File: src/rtl/pulse_train_gen.sv
// Programmable pulse-train generator: periodic, one-shot and burst modes with
// retrigger, synchronous abort and a count-enable that freezes the train.
module pulse_train_gen #(
  parameter int unsigned CNT_W   = 16,
  parameter int unsigned BURST_W = 8,
  parameter int unsigned PW      = 1
) (
  input  logic               clk,
  input  logic               rst,
  input  logic               clear,
  input  logic               ena,
  input  logic               start,
  input  logic [1:0]         mode,
  input  logic [CNT_W-1:0]   period,
  input  logic [BURST_W-1:0] burst_len,
  output logic               out,
  output logic               busy,
  output logic               done
);

  typedef enum logic [1:0] {
    StIdle,
    StRun,
    StDone
  } state_e;

  localparam logic [1:0] ModePeriodic = 2'b00;
  localparam logic [1:0] ModeBurst    = 2'b10;

  localparam logic [CNT_W-1:0]   PwCnt    = CNT_W'(PW);
  localparam logic [CNT_W-1:0]   CntOne   = CNT_W'(1);
  localparam logic [BURST_W-1:0] BurstOne = BURST_W'(1);

  state_e               state_q, state_d;
  logic [CNT_W-1:0]     cnt_q, cnt_d;
  logic [BURST_W-1:0]   pcnt_q, pcnt_d;
  logic [CNT_W-1:0]     p_q, p_d;
  logic [BURST_W-1:0]   b_q, b_d;
  logic [1:0]           mode_q, mode_d;

  logic                 period_end;
  logic                 last_period;
  logic [BURST_W-1:0]   pcnt_inc;

  assign period_end = (cnt_q == (p_q - CntOne));
  assign pcnt_inc   = pcnt_q + BurstOne;

  // Mode 11 is reserved and behaves exactly like one-shot.
  always_comb begin
    last_period = 1'b0;
    if (mode_q == ModeBurst) begin
      last_period = (pcnt_inc == b_q);
    end else if (mode_q != ModePeriodic) begin
      last_period = 1'b1;
    end
  end

  always_comb begin
    state_d = state_q;
    cnt_d   = cnt_q;
    pcnt_d  = pcnt_q;
    p_d     = p_q;
    b_d     = b_q;
    mode_d  = mode_q;

    if (clear) begin
      state_d = StIdle;
      cnt_d   = '0;
      pcnt_d  = '0;
    end else if (start) begin
      // Launch and retrigger are identical, and win over any period end.
      state_d = StRun;
      cnt_d   = '0;
      pcnt_d  = '0;
      p_d     = (period == '0) ? CntOne : period;
      b_d     = (burst_len == '0) ? BurstOne : burst_len;
      mode_d  = mode;
    end else begin
      unique case (state_q)
        StIdle: begin
          state_d = StIdle;
        end
        StRun: begin
          if (ena) begin
            if (period_end) begin
              cnt_d  = '0;
              pcnt_d = pcnt_inc;
              if (last_period) begin
                state_d = StDone;
              end
            end else begin
              cnt_d = cnt_q + CntOne;
            end
          end
        end
        StDone: begin
          state_d = StIdle;
          cnt_d   = '0;
          pcnt_d  = '0;
        end
        default: begin
          state_d = StIdle;
          cnt_d   = '0;
          pcnt_d  = '0;
        end
      endcase
    end
  end

  always_ff @(posedge clk or posedge rst) begin
    if (rst) begin
      state_q <= StIdle;
      cnt_q   <= '0;
      pcnt_q  <= '0;
      p_q     <= CntOne;
      b_q     <= BurstOne;
      mode_q  <= ModePeriodic;
    end else begin
      state_q <= state_d;
      cnt_q   <= cnt_d;
      pcnt_q  <= pcnt_d;
      p_q     <= p_d;
      b_q     <= b_d;
      mode_q  <= mode_d;
    end
  end

  assign busy = (state_q == StRun);
  assign done = (state_q == StDone);
  assign out  = busy && ena && (cnt_q < PwCnt);

endmodule

File: config.mk
export PLATFORM = sky130hd
export DESIGN_NAME = pulse_train_gen
export DESIGN_NICKNAME = d
export VERILOG_FILES = /design/src/rtl/pulse_train_gen.sv
export SDC_FILE = /design/constraint.sdc
export NUM_CORES = 1
export LEC_CHECK = 0
export BUFFER_PORTS_ARGS = -buffer_cell sky130_fd_sc_hd__buf_2
export CELL_PAD_IN_SITES_DETAIL_PLACEMENT = 2
export CELL_PAD_IN_SITES_GLOBAL_PLACEMENT = 2
export CORE_UTILIZATION = 30
export DETAILED_ROUTE_END_ITERATION = 16
export PLACE_DENSITY = 0.78
export SYNTH_ARGS = -nofsm -noshare
export SYNTH_HDL_FRONTEND = slang
export SYNTH_SLANG_ARGS = --single-unit
File: constraint.sdc
create_clock -name clk -period 4 [get_ports clk]
set_clock_uncertainty 0.1 [all_clocks]
set_input_delay 0.6 -clock clk [delete_from_list [all_inputs] [get_ports clk]]
set_output_delay 0.6 -clock clk [all_outputs]
set_load 0.1 [all_outputs]
==> flow_metrics.py <==
metrics = {
    "clock_tree": {
        "postCtsHoldBufs": 0,
        "clk_path_buf_depth": 2,
        "clock_latency_ns": 0.32,
        "cts_root_buf": "clkbuf_8",
        "cts_tree": "yes",
        "path_clk_slew_ns": 0.10,
        "cts_inserted_buffers": 5,
        "clkSinkCount": 52,
        "htree_levels": 2,
        "cts_resized": 0,
        "post_cts_buffers": 0,
    },
    "yosys": {
        "synth_xor_area_frac": 0.121,
        "yosysMostFrequentCell": "dfrtp_1",
        "syn_inst": 325,
        "synth_mux_area_frac": 0.0859,
        "ys_seq_elements": 52,
        "yosys.area_share.simple": 0.226,
        "synth_compound_area_frac": 0.117,
        "ys_seq_area_frac": 0.401,
        "yosys-top-cells-count": "dfrtp_1, nor2_1, xnor2_1",
        "yosys.area.top_type_share": 0.385,
        "synthAdderAreaFrac": 0.0154,
        "async_reset_ff_frac": 1.00,
        "netlist_area_mm2": 0.00325,
        "synth_top_family_by_area": "simple AND/OR/NAND/NOR gates",
        "synth_area_leaders": "dfrtp_1, xnor2_1, mux2_2, xor2_1, nor2_1",
        "synth_edf_count": 0,
        "yosys_warnings": 0,
        "avgSynthCellArea_um2": 10.0,
        "synth-main-ff-cell": "dfrtp_1",
        "ys_types": 59,
        "yosysTopAreaCell": "dfrtp_1",
        "synth_fp_nets": 360,
    },
    "floorplanning": {
        "fp.dieW_um": 106,
        "fp.dieH_um": 106,
        "rows": 37,
        "die-area_mm2": 0.0113,
        "start_util": 0.312,
        "core_area_mm2": 0.0104,
        "boundaryPins": 34,
    },
    "grt": {
        "grt_pass1_wl_um": 15900,
        "grt_usage": 0.184,
        "grt_pass1_vias": 3047,
        "grt.overflow.total": 0,
        "grt_max_degree": 49,
        "antenna_found_initial": 0,
    },
    "timing": {
        "clock.fmax_ghz": 0.304,
        "rsz0062_at_grt": "false",
        "final-hold-violation-count": 0,
        "tns_ns": 0,
        "setup_viol": 0,
        "slew_viol_final": 0,
        "maxSlewHeadroom": 0.285,
        "min_period_ns": 3.29,
        "fin_crit_sh": 0.823,
        "tightest_slew_ns": 1.07,
    },
    "worst_hold_path": {
        "min_path_type": "primary input to register",
        "min-delay-start": "clear",
        "hold_depth": 2,
        "min_to": "state_q[0]",
    },
    "final_layout": {
        "fin_util": 0.352,
        "nFillCells": 1153,
        "drive_above_1_share": 0.237,
        "fin_nets": 389,
        "multi_input_area_mm2": 0.00184,
        "areaGrowthSynthToFinish_pct": 13.0,
        "seq_area_mm2": 0.00130,
        "antenna_cells": 0,
    },
    "routing": {
        "ant_nets": 0,
        "routed_wl_um": 9680,
        "wl_per_cell_um": 19.8,
        "via_per_inst": 5.49,
        "drtPass1Iterations": 4,
        "drtIter0Drc": 88,
        "drc": 0,
        "vias": 2690,
    },
    "worst_setup_path": {
        "arrival_ns": 3.39,
        "r2r-end": "pcnt_q[4]",
        "critPathRequiredTime_ns": 4.10,
        "path_class": "register to register",
        "slowest_stage": "or4_4",
        "critPathMaxStageDelay_ns": 0.62,
        "cp-end-kind": "register",
        "crit_chain": "or4_4 -> or3_1 -> mux2i_1 -> a221o_1 -> nor4_4 -> nand2_2 -> o41ai_1",
        "worstPathMaxFanout": 8,
        "start_kind": "register",
        "reg2reg_depth": 7,
        "timing.rr.start": "p_q[5]",
        "r2r_setup_slack_ns": 0.71,
    },
    "flow_run": {
        "max-cap-violations": 0,
    },
    "placed_design": {
        "placement.io_buffers": 33,
        "place_congestion": 0.825,
        "dp_hpwl_um": 7330,
    },
    "power_and_ir_drop": {
        "power.leakage_nw": 1.44,
        "worst_ir_drop_vdd_mv": 0.126,
        "power.density_mw_per_mm2": 354,
    },
    "outcome": {
        "status": "finished, final reports clean",
    },
}
final cells by class:
type,instances,share of cell area
multi-input combinational,249,0.502
sequential,52,0.355
timing repair buffer,36,0.0511
tap,136,0.0464
clock buffer,5,0.0187
clock inverter,2,0.0164
inverter,10,0.0102
layer usage:
metal | vias up | routed length (um) | track usage | share of wire
li1 | 1240 | - | - | -
met1 | 1405 | 4180 | 0.220 | 0.43
met2 | 37 | 5170 | 0.345 | 0.53
met3 | 8 | 201 | 0.0313 | 0.021
met4 | 0 | 128 | 0.0377 | 0.013
met5 | - | 0 | 0 | 0
worst max path at each step:
stage                     cells past startpoint  startpoint   endpoint  slack [ns]
after global placement                        7      p_q[5]  pcnt_q[2]        0.82
after detailed placement                      7      p_q[5]  pcnt_q[4]        0.74
final                                         7      p_q[5]  pcnt_q[4]        0.71
after floorplan                               2  state_q[1]        out        0.48
after global routing                          9      p_q[1]  pcnt_q[4]        0.48
after CTS                                     7      p_q[5]  pcnt_q[4]        0.69
cell usage in the layout, fill, tap and decap left out, types with 9 or more instances in the layout:
cell type and instances:
buf_2 33, dfrtp_1 50, inv_1 9, mux2_2 23, nand2_1 20, nand3_1 16, nor2_1 31, nor4_1 9
xnor2_1 30, xor2_1 15
where the power goes:
part	internal (mW)	switching [mW]
clock network	0.247	0.185
registers	0.567	0.0629
logic	0.106	0.131
total	0.920	0.379
stage by stage:
step | setup WS (ns) | cell area (um2) | power, mW | hold WS [ns] | cells
2_1_floorplan | 0.481 | 3250 | 0.798 | 0.375 | 325
3_3_place_gp | 0.819 | 3540 | 0.862 | 0.404 | 483
3_5_place_dp | 0.735 | 3540 | 0.877 | 0.414 | 483
4_1_cts | 0.691 | 3670 | 1.32 | 0.408 | 490
5_1_grt | 0.483 | 3670 | 1.36 | 0.405 | 490
6_report | 0.710 | 3670 | 1.30 | 0.408 | 490
sequential cells by signal (all words and copies together), names as in the netlist:
signal,count
b_q,8
cnt_q,16
mode_q,2
p_q,16
pcnt_q,8
state_q,2
worst max-delay path, delay by kind of cell, from the launching register on:
family	cells	cell delay, ns
simple gates	4	1.68
compound gates	2	0.74
flops	1	0.52
mux	1	0.13
logic make-up (layout without fill, tap and decap cells):
family / Yosys count / after routing
simple gates: 127 / 127
xor+xnor: 45 / 45
mux: 25 / 25
compound gates: 48 / 48
buf+inv: 24 / 53
flops: 52 / 52
fa+ha+maj: 4 / 4
Note: power is estimated with default switching activity, not from simulation.
